**config.mk**
```make
export PLATFORM = sky130hd
export DESIGN_NAME = fifo_stream_writer
export DESIGN_NICKNAME = d
export VERILOG_FILES = /design/src/rtl/fifo_stream_pkg.sv /design/src/rtl/fifo_wr_skid.sv /design/src/rtl/fifo_stream_writer.sv
export SDC_FILE = /design/constraint.sdc
export NUM_CORES = 1
export LEC_CHECK = 0
export BUFFER_PORTS_ARGS = -buffer_cell sky130_fd_sc_hd__buf_4
export CAP_MARGIN = 20
export CORE_MARGIN = 2
export CORE_UTILIZATION = 52
export CTS_CLUSTER_SIZE = 10
export DETAILED_ROUTE_END_ITERATION = 16
export PLACE_DENSITY = 0.76
export SLEW_MARGIN = 0
export SYNTH_ARGS = -nofsm -noshare
export SYNTH_HDL_FRONTEND = slang
export SYNTH_SLANG_ARGS = --single-unit
```
**constraint.sdc**
```tcl
create_clock -name wr_clk -period 3.45 [get_ports wr_clk]
set_input_delay 0.5175 -clock wr_clk [delete_from_list [all_inputs] [get_ports wr_clk]]
set_output_delay 0.5175 -clock wr_clk [all_outputs]
set_load 0.02 [all_outputs]
```
**src/rtl/fifo_stream_pkg.sv**
```systemverilog
// Shared types and constants for the async_fifo write-side stream producer.
// Contents:
//   fsw_state_t     - burst controller state
//   FSW_SKID_DEPTH  - number of entries in the write skid buffer
//   fsw_is_active   - true while a burst is moving data (RUN or FLUSH)
package fifo_stream_pkg;

  localparam int unsigned FSW_SKID_DEPTH = 2;

  typedef enum logic [1:0] {
    StIdle,
    StRun,
    StFlush,
    StDone
  } fsw_state_t;

  function automatic logic fsw_is_active(input fsw_state_t st);
    return (st == StRun) || (st == StFlush);
  endfunction

endpackage

```
**src/rtl/fifo_wr_skid.sv**
```systemverilog
// Two-entry in-order buffer between the upstream sample stream and the FIFO
// write port. Entry 0 is always the head, so the FIFO sees registered data.
// Ports:
//   wr_clk, wr_rst_n - write-domain clock, asynchronous active-high reset
//   push, push_data  - enqueue one word (ignored when full and not popping)
//   pop              - dequeue the head (ignored when empty)
//   occupancy        - number of valid entries, 0..2
//   head_data        - current head word (0 after reset)
module fifo_wr_skid
  import fifo_stream_pkg::*;
#(
  parameter int unsigned DATA_WIDTH = 16
) (
  input  logic                  wr_clk,
  input  logic                  wr_rst_n,
  input  logic                  push,
  input  logic [DATA_WIDTH-1:0] push_data,
  input  logic                  pop,
  output logic [1:0]            occupancy,
  output logic [DATA_WIDTH-1:0] head_data
);

  localparam logic [1:0] SkidFull = 2'(FSW_SKID_DEPTH);

  logic [DATA_WIDTH-1:0] entry_q [FSW_SKID_DEPTH];
  logic [DATA_WIDTH-1:0] entry_d [FSW_SKID_DEPTH];
  logic [1:0]            occ_q, occ_d;
  logic                  pop_ok, push_ok;

  // A push into a full buffer is only accepted when the head leaves the same cycle.
  assign pop_ok  = pop && (occ_q != 2'd0);
  assign push_ok = push && ((occ_q < SkidFull) || pop_ok);

  always_comb begin
    entry_d = entry_q;
    occ_d   = occ_q;
    unique case ({push_ok, pop_ok})
      2'b10: begin
        entry_d[occ_q[0]] = push_data;
        occ_d             = occ_q + 2'd1;
      end
      2'b01: begin
        entry_d[0] = entry_q[1];
        occ_d      = occ_q - 2'd1;
      end
      2'b11: begin
        // Occupancy unchanged; the new word lands behind whatever remains.
        if (occ_q == 2'd1) begin
          entry_d[0] = push_data;
        end else begin
          entry_d[0] = entry_q[1];
          entry_d[1] = push_data;
        end
      end
      default: ;
    endcase
  end

  always_ff @(posedge wr_clk or posedge wr_rst_n) begin
    if (wr_rst_n) begin
      entry_q <= '{default: '0};
      occ_q   <= 2'd0;
    end else begin
      entry_q <= entry_d;
      occ_q   <= occ_d;
    end
  end

  assign occupancy = occ_q;
  assign head_data = entry_q[0];

endmodule

```
**src/rtl/fifo_stream_writer.sv**
```systemverilog
// Write-side producer for async_fifo. Accepts a valid/ready sample stream,
// buffers it in a two-entry skid stage and writes the FIFO only while it is
// not full. Each burst moves burst_len samples; in backpressure mode the
// source is stalled, in drop mode samples that find the buffer full are
// discarded and counted.
// Ports:
//   wr_clk, wr_rst_n        - clock, asynchronous active-high reset
//   start, burst_len,
//   drop_mode               - burst request; parameters latched on accepted start
//   s_data, s_valid, s_ready- upstream stream (s_ready registered)
//   fifo_wr_data,
//   fifo_wr_en, fifo_full   - FIFO write port (wr_en combinational on full)
//   busy, done              - burst status; done is a one-cycle pulse
//   words_written,
//   drop_count              - per-burst saturating statistics
module fifo_stream_writer
  import fifo_stream_pkg::*;
#(
  parameter int unsigned DATA_WIDTH = 16,
  parameter int unsigned CNT_WIDTH  = 16
) (
  input  logic                  wr_clk,
  input  logic                  wr_rst_n,
  input  logic                  start,
  input  logic [CNT_WIDTH-1:0]  burst_len,
  input  logic                  drop_mode,
  input  logic [DATA_WIDTH-1:0] s_data,
  input  logic                  s_valid,
  output logic                  s_ready,
  output logic [DATA_WIDTH-1:0] fifo_wr_data,
  output logic                  fifo_wr_en,
  input  logic                  fifo_full,
  output logic                  busy,
  output logic                  done,
  output logic [CNT_WIDTH-1:0]  words_written,
  output logic [CNT_WIDTH-1:0]  drop_count
);

  localparam logic [1:0]           SkidFull = 2'(FSW_SKID_DEPTH);
  localparam logic [CNT_WIDTH-1:0] CntOne   = CNT_WIDTH'(1);

  fsw_state_t           state_q, state_d;
  logic [CNT_WIDTH-1:0] len_q, len_d;
  logic [CNT_WIDTH-1:0] acc_q, acc_d;
  logic [CNT_WIDTH-1:0] ww_q, ww_d;
  logic [CNT_WIDTH-1:0] dc_q, dc_d;
  logic                 drop_q, drop_d;
  logic                 s_ready_q, s_ready_d;
  logic                 busy_q, busy_d;
  logic                 done_q, done_d;

  logic [1:0]            occ;
  logic [1:0]            occ_next;
  logic [DATA_WIDTH-1:0] head;
  logic                  pop, push, beat, discard;

  fifo_wr_skid #(
    .DATA_WIDTH(DATA_WIDTH)
  ) u_skid (
    .wr_clk   (wr_clk),
    .wr_rst_n (wr_rst_n),
    .push     (push),
    .push_data(s_data),
    .pop      (pop),
    .occupancy(occ),
    .head_data(head)
  );

  // Drain path has no register stage so fifo_full blocks the write immediately.
  assign pop = (occ != 2'd0) && !fifo_full;

  // s_ready is only ever set for RUN, so this also bounds beats to the burst.
  assign beat = (state_q == StRun) && s_valid && s_ready_q;

  // In drop mode the source never stalls; a full buffer with no drain loses the sample.
  assign discard = drop_q && beat && (occ == SkidFull) && !pop;
  assign push    = beat && !discard;

  assign occ_next = occ + {1'b0, push} - {1'b0, pop};

  always_comb begin
    state_d = state_q;
    len_d   = len_q;
    drop_d  = drop_q;
    acc_d   = acc_q;
    ww_d    = (pop && (ww_q != '1)) ? ww_q + CntOne : ww_q;
    dc_d    = (discard && (dc_q != '1)) ? dc_q + CntOne : dc_q;

    unique case (state_q)
      StIdle: begin
        if (start) begin
          len_d   = burst_len;
          drop_d  = drop_mode;
          acc_d   = '0;
          ww_d    = '0;
          dc_d    = '0;
          state_d = (burst_len == '0) ? StDone : StRun;
        end
      end
      StRun: begin
        acc_d = acc_q + CNT_WIDTH'(beat);
        if (acc_d == len_q) begin
          state_d = StFlush;
        end
      end
      StFlush: begin
        if (occ == 2'd0) begin
          state_d = StDone;
        end
      end
      StDone: begin
        state_d = StIdle;
      end
    endcase

    // Look-ahead on next occupancy keeps the buffer from ever being over-offered
    // in backpressure mode.
    s_ready_d = (state_d == StRun) && (drop_d || (occ_next < SkidFull)) && (acc_d < len_d);
    busy_d    = fsw_is_active(state_d);
    done_d    = (state_q == StDone);
  end

  always_ff @(posedge wr_clk or posedge wr_rst_n) begin
    if (wr_rst_n) begin
      state_q   <= StIdle;
      len_q     <= '0;
      drop_q    <= 1'b0;
      acc_q     <= '0;
      ww_q      <= '0;
      dc_q      <= '0;
      s_ready_q <= 1'b0;
      busy_q    <= 1'b0;
      done_q    <= 1'b0;
    end else begin
      state_q   <= state_d;
      len_q     <= len_d;
      drop_q    <= drop_d;
      acc_q     <= acc_d;
      ww_q      <= ww_d;
      dc_q      <= dc_d;
      s_ready_q <= s_ready_d;
      busy_q    <= busy_d;
      done_q    <= done_d;
    end
  end

  assign s_ready       = s_ready_q;
  assign fifo_wr_data  = head;
  assign fifo_wr_en    = pop;
  assign busy          = busy_q;
  assign done          = done_q;
  assign words_written = ww_q;
  assign drop_count    = dc_q;

endmodule
```
==> results of run 1 <==
routing by layer:
metal	GRT usage, %	part of all wire (%)	vias to the layer above
met3	4.52	5.4	18
met1	31.7	44	2355
met5	0	0	-
met4	6.67	1.4	0
li1	-	-	2292
met2	38.6	49	170
area by class of cell:
class                      count  area (µm²)  share of cell area [%]
sequential                   104        2600                    37.0
multi-input combinational    435        3030                    43.0
tap                          143         179                    2.55
clock buffer                  10         239                    3.40
timing repair buffer         104         806                    11.5
clock inverter                 6        65.1                   0.926
inverter                      29         111                    1.58
path summary, 6_finish.rpt:
| path | endpoint | from | slack, ps | cells after the start |
|---|---|---|---|---|
| max in group asynchronous | acc_q[9] | wr_rst_n | 2740 | 3 |
| worst max-delay path | s_ready | state_q[1] | 210 | 15 |
| min in group wr_clk | u_skid.entry_q[4] | s_data[4] | 410 | 2 |
| worst min-delay path | drop_count[14] | wr_rst_n | 300 | 3 |
| worst max register to register | s_ready | state_q[1] | 210 | 15 |
| worst min register to register | u_skid.entry_q[4] | u_skid.entry_q[4] | 510 | 1 |
metrics by stage:
stage | utilization [%] | instances | hold WS [ps] | cell area [µm²] | setup slack [ps]
6_report | 61.8 | 831 | 298 | 7030 | 210
5_1_grt | 61.8 | 831 | 357 | 7030 | 8.42
4_1_cts | 61.6 | 829 | 333 | 7000 | 182
3_5_place_dp | 58.9 | 813 | 496 | 6700 | 75.3
3_3_place_gp | 58.9 | 813 | 490 | 6700 | 119
2_1_floorplan | - | 614 | 481 | 6020 | 24.4
critical path: cells and delay by family (launching register included):
family                   cells  cell delay [ps]
AO/OA/AOI/OAI                7             1030
AND/OR/NAND/NOR              5             1020
adder cells (fa/ha/maj)      3              720
flip-flops                   1              380
sequential cells by signal, indices dropped and copies added (netlist names):
register	count
acc_q	16
drop_count	16
len_q	16
u_skid.entry_q	16
u_skid.head_data	16
words_written	16
state_q	2
u_skid.occupancy	2
busy	1
done	1
drop_q	1
s_ready	1
cells in the final DEF (no fill, tap or decap), types with 5 or more instances in the layout:
cell       synthesis  layout
nand4_1           13      13
a21oi_1           32      31
nor2_1            64      62
and3_2             5       5
or3_1              7       7
ha_1              28      26
nor3_1             8       8
mux2i_1           20      20
and3_1             7       7
mux2_2            17      17
and2_1             6       6
nand2_1           35      35
a31oi_1            8       8
xnor2_1           21      21
clkbuf_16          0       9
o21ai_0           35      35
inv_1             29      28
nand3_1           22      22
dfrtp_1          104     104
a21o_1             5       5
buf_4             16     102
a22oi_1           11      11
xor2_1            30      30
repair_timing:
| action | 4_1_cts | 5_1_grt |
|---|---|---|
| setup endpoints to repair | 0 | 1 |
| endpoints found under the hold margin | 0 | 0 |
| setup buffers | 0 | 2 |
| gates resized for setup | 0 | 4 |
where the power goes:
| part | switching (W) | internal (W) |
|---|---|---|
| clock | 0.000478 | 0.000586 |
| sequential | 0.000323 | 0.00161 |
| combinational | 0.00122 | 0.000940 |
logic make-up after synthesis:
family                     after synthesis  share of synthesized area (%)
AOI/OAI and AO/OA                      122                           12.9
xor gates and xnor gates                51                           7.43
adders and majority gates               28                           5.82
buffers and inverters                   75                           6.76
DFF                                    104                           43.3
muxes                                   37                           6.51
and+or+nand+nor                        197                           17.4
==> flow_metrics.env, run 1 <==
export IMPL_synth_most_common_cell="dfrtp_1"
export IMPL_period_needed_ps=3240
export IMPL_final_setup_skew_ps=7.09
export IMPL_synthCells=614
export IMPL_io_buffers=89
export IMPL_grt_pass1_vias=4850
export IMPL_crit_chain="nand2b_1, nor2_2, ha_2, ha_2, and3_4, nand2_1, or3_4, a21oi_1, o22ai_1, ha_1, a21o_1, a211o_1, o211ai_1, a21oi_1, a211oi_1"
export IMPL_synth_cell_type_count=60
export IMPL_setup_viol_count_final=0
export IMPL_io_pins=90
export IMPL_drc_errors=0
export IMPL_syn_num_nets=680
export IMPL_max_slew_margin_pct=63.2
export IMPL_slowest_delay_ps=410
export IMPL_finalHoldViolCount=0
export IMPL_power_w=0.00515
export IMPL_coreArea_um2=11400
export IMPL_overflow=0
export IMPL_drive_above_1_share_pct=23.4
export IMPL_clkLatencyLatePin_ps=350
export IMPL_async_flop_share_pct=100
export IMPL_grt_first_pass_wirelength_mm=23.7
export IMPL_ir_drop_v=0.000550
export IMPL_crit_fanout=5
export IMPL_fp_dieH_um=112
export IMPL_place_gp_congestion=0.943
export IMPL_grt_max_degree=105
export IMPL_antenna_left=0
export IMPL_hp_class="in -> async"
export IMPL_fin_tns_setup_ps=0
export IMPL_slew_violations=0
export IMPL_yosysWarnings=0
export IMPL_cts_sinks=104
export IMPL_cp_required_ps=3720
export IMPL_maxCapViolCount=0
export IMPL_n_fill_cell=927
export IMPL_setup_worst_path_start_class="register"
export IMPL_rows=39
export IMPL_synthTopCellsByCount="dfrtp_1, nor2_1, nand2_1, o21ai_0, a21oi_1"
export IMPL_max_freq_mhz=309
export IMPL_hold_buffers=0
export IMPL_critical_path_arrival_ps=3500
export IMPL_ys_top_cells_by_area="dfrtp_1, ha_1, xor2_1, nor2_1, mux2i_1"
export IMPL_hpwlAfterDp_mm=9.91
export IMPL_clk_pin_slew_ps=70
export IMPL_power_density_nw_per_um2=733
export IMPL_syn_area_um2=6020
export IMPL_yosysTopAreaCellShare_pct=43.3
export IMPL_cp_slowest_cell="or3_4"
export IMPL_initial_core_util_pct=52.9
export IMPL_firstDrtPassIters=6
export IMPL_synth_main_ff_cell="dfrtp_1"
export IMPL_dr_total_vias=4835
export IMPL_h_tree_depth=3
export IMPL_finalCritPeriodShare_pct=93.9
export IMPL_cts_root_buf="clkbuf_16"
export IMPL_diodes=0
export IMPL_wl_per_cell_um=16.9
export IMPL_wl_mm=14.1
export IMPL_crit_type="reg -> reg"
export IMPL_syn_to_final_growth_pct=16.8
export IMPL_clk_path_buf_depth=2
export IMPL_cts_tree="yes"
export IMPL_grt_usage_pct=23.4
export IMPL_die_area_um2=12400
export IMPL_synth_edf_count=0
export IMPL_dieWidth_um=112
export IMPL_yosys_register_bits=104
export IMPL_p_leak_nw=3.26
export IMPL_endpoint_kind="register"
export IMPL_yosys_area_top_type="dfrtp_1"
export IMPL_nets=749
export IMPL_antenna_found_initial=0
export IMPL_status="complete, no violations"
export IMPL_rsz0062_at_grt="false"
export IMPL_cts_buffers=9
export IMPL_syn_area_per_cell_um2=9.80
export IMPL_tightest_slew_ps=552
export IMPL_yosysSeqAreaShare_pct=43.3
export IMPL_first_iter_violations=448
export IMPL_viasPerCell=5.82
(Power assumes the default switching activity.)
==> inputs of run 2 (changes only) <==
--- a/config.mk
+++ b/config.mk
@@ -8,10 +8,10 @@
 export BUFFER_PORTS_ARGS = -buffer_cell sky130_fd_sc_hd__buf_4
 export CAP_MARGIN = 20
 export CORE_MARGIN = 2
-export CORE_UTILIZATION = 52
+export CORE_UTILIZATION = 25
 export CTS_CLUSTER_SIZE = 10
 export DETAILED_ROUTE_END_ITERATION = 16
-export PLACE_DENSITY = 0.76
+export PLACE_DENSITY = 0.42
 export SLEW_MARGIN = 0
 export SYNTH_ARGS = -nofsm -noshare
 export SYNTH_HDL_FRONTEND = slang
==> flow_metrics.env, run 2 (synthesis results as in run 1) <==
export IMPL_status="complete, no violations"
export IMPL_cp_required_ps=3730
export IMPL_cts_root_buf="clkbuf_16"
export IMPL_final_setup_skew_ps=11.0
export IMPL_drive_above_1_share_pct=23.5
export IMPL_place_gp_congestion=0.845
export IMPL_power_w=0.00519
export IMPL_hp_class="in -> async"
export IMPL_setup_viol_count_final=0
export IMPL_dr_total_vias=4694
export IMPL_rows=56
export IMPL_max_freq_mhz=310
export IMPL_syn_to_final_growth_pct=20.6
export IMPL_wl_per_cell_um=15.8
export IMPL_n_fill_cell=2494
export IMPL_final_cell_mix="dfrtp_1, buf_4, nor2_1"
export IMPL_p_leak_nw=3.27
export IMPL_grt_usage_pct=12.8
export IMPL_reg2reg_slack_ps=230
export IMPL_fp_dieH_um=159
export IMPL_slew_violations=0
export IMPL_fin_tns_setup_ps=0
export IMPL_endpoint_kind="register"
export IMPL_setup_worst_path_start_class="register"
export IMPL_instances_no_fill=1008
export IMPL_cts_tree="yes"
export IMPL_first_iter_violations=359
export IMPL_mostFrequentLayoutCell="dfrtp_1"
export IMPL_cts_sinks=104
export IMPL_dieWidth_um=159
export IMPL_die_area_um2=25300
export IMPL_io_buffers=89
export IMPL_timing_final_ws_setup_ps=226
export IMPL_power_density_nw_per_um2=716
export IMPL_regArea_um2=2600
export IMPL_clk_path_buf_depth=2
export IMPL_dp_slack_ps=45.6
export IMPL_critical_path_arrival_ps=3500
export IMPL_cts_buffers=9
export IMPL_crit_fanout=4
export IMPL_maxCapViolCount=0
export IMPL_antenna_left=0
export IMPL_max_slew_margin_pct=50.7
export IMPL_initial_core_util_pct=25.6
export IMPL_antenna_found_initial=0
export IMPL_hpwlAfterDp_mm=11.7
export IMPL_drc_errors=0
export IMPL_hold_ws_ps=276
export IMPL_clk_pin_slew_ps=80
export IMPL_diodes=0
export IMPL_clkLatencyLatePin_ps=370
export IMPL_crit_type="reg -> reg"
export IMPL_tightest_slew_ps=739
export IMPL_grt_first_pass_wirelength_mm=25.7
export IMPL_nets=750
export IMPL_coreArea_um2=23500
export IMPL_viasPerCell=4.66
export IMPL_finalHoldViolCount=0
export IMPL_ir_drop_v=0.000291
export IMPL_period_needed_ps=3220
export IMPL_io_pins=90
export IMPL_firstDrtPassIters=6
export IMPL_grt_max_degree=54
export IMPL_multi_input_area_um2=3040
export IMPL_h_tree_depth=3
export IMPL_grt_pass1_vias=4627
export IMPL_finalCritPeriodShare_pct=93.5
export IMPL_place_inst=992
export IMPL_wl_mm=15.9
export IMPL_rsz0062_at_grt="false"
export IMPL_overflow=0
run 2: through the flow:
stage	utilization, %	cell area, µm²
6_report	30.8	7260
2_1_floorplan	-	6020
5_1_grt	30.8	7260
4_1_cts	30.7	7230
3_5_place_dp	29.5	6940
3_3_place_gp	29.5	6940
run 2: critical path: stages, from the launching register on:
cell	delay, ps
dfrtp_1	380
nand2b_1	150
nor2_1	110
ha_2	210
buf_4	120
and3_2	240
and3_1	230
a31oi_1	100
o21ai_1	160
o31ai_2	110
ha_1	310
a21o_1	170
a21o_1	170
a211o_1	290
o211ai_1	100
a21oi_1	100
a211oi_1	180
run 2: cell type report:
cell class,instances,share of cell area (%)
clock buffer,9,3.10
sequential,104,35.9
timing repair buffer,105,11.2
multi-input combinational,435,41.8
clock inverter,7,0.948
inverter,29,1.53
tap,319,5.50
run 2: path summary, 6_finish.rpt:
kind                              startpoint                end  depth (start not counted)
max reg2reg                       state_q[1]            s_ready                         16
max in group asynchronous           wr_rst_n  u_skid.entry_q[3]                          3
min in group wr_clk                s_data[2]  u_skid.entry_q[2]                          2
min reg2reg                u_skid.entry_q[2]  u_skid.entry_q[2]                          1
max                               state_q[1]            s_ready                         16
min                                 wr_rst_n     drop_count[14]                          2
run 2: power breakdown:
part / total, W / internal, W / switching (W)
Sequential: 0.00191 / 0.00160 / 0.000307
Combinational: 0.00222 / 0.000968 / 0.00125
Clock: 0.00106 / 0.000516 / 0.000547
run 2: repair_timing:
item                                    4_1_cts  5_1_grt
resized for setup                             0        5
endpoints found under the setup margin        0        1
buffers inserted                              0        0
hold buffers                                  0        0
run 2: metal layers:
metal  GRT usage, %  wire length, µm  up-vias
met2           20.0             7180       95
met5              0                0        -
li1               -                -     2301
met4           3.60              194        0
met1           17.8             7880     2286
met3           2.79              676       12
==> inputs of run 3 (changes only) <==
--- a/config.mk
+++ b/config.mk
@@ -11,7 +11,7 @@
 export CORE_UTILIZATION = 25
 export CTS_CLUSTER_SIZE = 10
 export DETAILED_ROUTE_END_ITERATION = 16
-export PLACE_DENSITY = 0.42
+export PLACE_DENSITY = 0.4
 export SLEW_MARGIN = 0
 export SYNTH_ARGS = -nofsm -noshare
 export SYNTH_HDL_FRONTEND = slang
==> constraint.sdc (replaced) <==
create_clock -name wr_clk -period 4.05 [get_ports wr_clk]
set_input_delay 0.6075 -clock wr_clk [delete_from_list [all_inputs] [get_ports wr_clk]]
set_output_delay 0.6075 -clock wr_clk [all_outputs]
set_load 0.02 [all_outputs]
==> flow_metrics.env, run 3 (synthesis results as in run 1) <==
export IMPL_status="complete, no violations"
export IMPL_setup_worst_path_start_class="register"
export IMPL_initial_core_util_pct=25.6
export IMPL_crit_fanout=7
export IMPL_instances_no_fill=1001
export IMPL_cts_setup_buffers=0
export IMPL_cts_sinks=104
export IMPL_nets=743
export IMPL_endpoint_kind="register"
export IMPL_cp_required_ps=4320
export IMPL_path_buf_inv=0
export IMPL_tightest_slew_ps=714
export IMPL_antenna_found_initial=0
export IMPL_n_fill_cell=2511
export IMPL_hp_class="in -> async"
export IMPL_finalHoldViolCount=0
export IMPL_wl_mm=15.8
export IMPL_syn_to_final_growth_pct=19.7
export IMPL_max_slew_margin_pct=52.4
export IMPL_hpwlAfterDp_mm=11.6
export IMPL_finalCritPeriodShare_pct=86.1
export IMPL_p_leak_nw=3.24
export IMPL_crit_chain="nand2b_1, nor2_1, ha_1, ha_1, and3_4, nand2_1, or3_4, a21oi_1, o22ai_1, ha_1, a21o_1, a211o_1, o211ai_1, a21oi_1, a211oi_1"
export IMPL_firstDrtPassIters=6
export IMPL_period_needed_ps=3490
export IMPL_wl_per_cell_um=15.8
export IMPL_final_setup_skew_ps=15.6
export IMPL_clk_pin_slew_ps=80
export IMPL_grt_pass1_vias=4715
export IMPL_dieWidth_um=159
export IMPL_drive_above_1_share_pct=22.1
export IMPL_io_buffers=89
export IMPL_place_inst=984
export IMPL_rsz0062_at_grt="false"
export IMPL_dr_total_vias=4693
export IMPL_diodes=0
export IMPL_overflow=0
export IMPL_slowest_delay_ps=470
export IMPL_antenna_left=0
export IMPL_place_gp_congestion=0.813
export IMPL_slew_violations=0
export IMPL_hold_buffers=0
export IMPL_cp_slowest_cell="dfrtp_1"
export IMPL_die_area_um2=25300
export IMPL_clkLatencyLatePin_ps=370
export IMPL_cts_resized=0
export IMPL_clk_path_buf_depth=2
export IMPL_critical_path_arrival_ps=3750
export IMPL_power_density_nw_per_um2=615
export IMPL_crit_family="compound AO/OA/AOI/OAI gates"
export IMPL_drc_errors=0
export IMPL_coreArea_um2=23500
export IMPL_cts_root_buf="clkbuf_16"
export IMPL_h_tree_depth=3
export IMPL_viasPerCell=4.69
export IMPL_grt_first_pass_wirelength_mm=26.1
export IMPL_cp_common_cell="ha_1"
export IMPL_setup_viol_count_final=0
export IMPL_max_freq_mhz=287
export IMPL_maxCapViolCount=0
export IMPL_crit_type="reg -> reg"
export IMPL_first_iter_violations=370
export IMPL_cts_buffers=9
export IMPL_mostFrequentLayoutCell="dfrtp_1"
export IMPL_grt_usage_pct=12.9
export IMPL_fin_tns_setup_ps=0
export IMPL_rows=56
export IMPL_ir_drop_v=0.000334
export IMPL_cts_tree="yes"
export IMPL_final_cell_mix="dfrtp_1, buf_4, nor2_1"
export IMPL_fp_dieH_um=159
export IMPL_grt_max_degree=74
export IMPL_io_pins=90
-- run 3: cell count changes in the layout (fill, tap and decap cells not counted), sizes merged --
cell    previous run  this run
buf              105        98
bufinv             0         1
inv               35        33
clkinv             1         2
-- run 3: layout make-up --
cell class / instances / area [µm²] / share of cell area [%]
Tap cell: 319 / 399 / 5.54
Multi-Input combinational cell: 435 / 3010 / 41.8
Clock buffer: 9 / 225 / 3.13
Clock inverter: 7 / 95.1 / 1.32
Inverter: 29 / 111 / 1.55
Sequential cell: 104 / 2600 / 36.1
Timing Repair Buffer: 98 / 756 / 10.5
-- run 3: worst reg2reg max path: cells and delay by family, from the launching register on --
kind / cells / cell delay [ps]
DFF: 1 / 470
adders and majority gates: 3 / 800
and+or+nand+nor: 5 / 1040
AOI/OAI and AO/OA: 7 / 1100
-- run 3: final timing paths --
kind	startpoint	end	slack [ps]	depth (start not counted)
min in group wr_clk	s_data[10]	u_skid.entry_q[10]	480	2
setup reg to reg	state_q[1]	s_ready	560	15
setup / recovery	state_q[1]	s_ready	560	15
max in group asynchronous	wr_rst_n	u_skid.head_data[3]	3060	3
hold / removal	wr_rst_n	drop_count[14]	230	2
hold reg to reg	u_skid.entry_q[8]	u_skid.entry_q[8]	510	1
-- run 3: per-layer routing --
layer	track usage [%]	share of wire, %	wire length, µm	vias up
li1	-	-	-	2283
met2	20.0	45	7140	106
met1	17.8	49	7730	2285
met4	5.04	2.0	314	0
met5	0	0	0	-
met3	2.16	4.0	638	19
-- run 3: per-stage QoR --
stage          hold slack (ps)  setup WS [ps]  area (µm²)  power (W)  util, %
3_3_place_gp               492            527        6850    0.00349     29.1
2_1_floorplan              481            565        6020    0.00300        -
4_1_cts                    462            558        7170    0.00450     30.5
3_5_place_dp               496            469        6850    0.00350     29.1
5_1_grt                    249            294        7200    0.00479     30.6
6_report                   235            564        7200    0.00443     30.6
-- run 3: power by group --
| group | switching (W) | total (W) | internal [W] |
|---|---|---|---|
| Combinational | 0.00104 | 0.00183 | 0.000789 |
| Clock | 0.000455 | 0.000955 | 0.000500 |
| Sequential | 0.000280 | 0.00165 | 0.00137 |
| Total | 0.00177 | 0.00443 | 0.00266 |
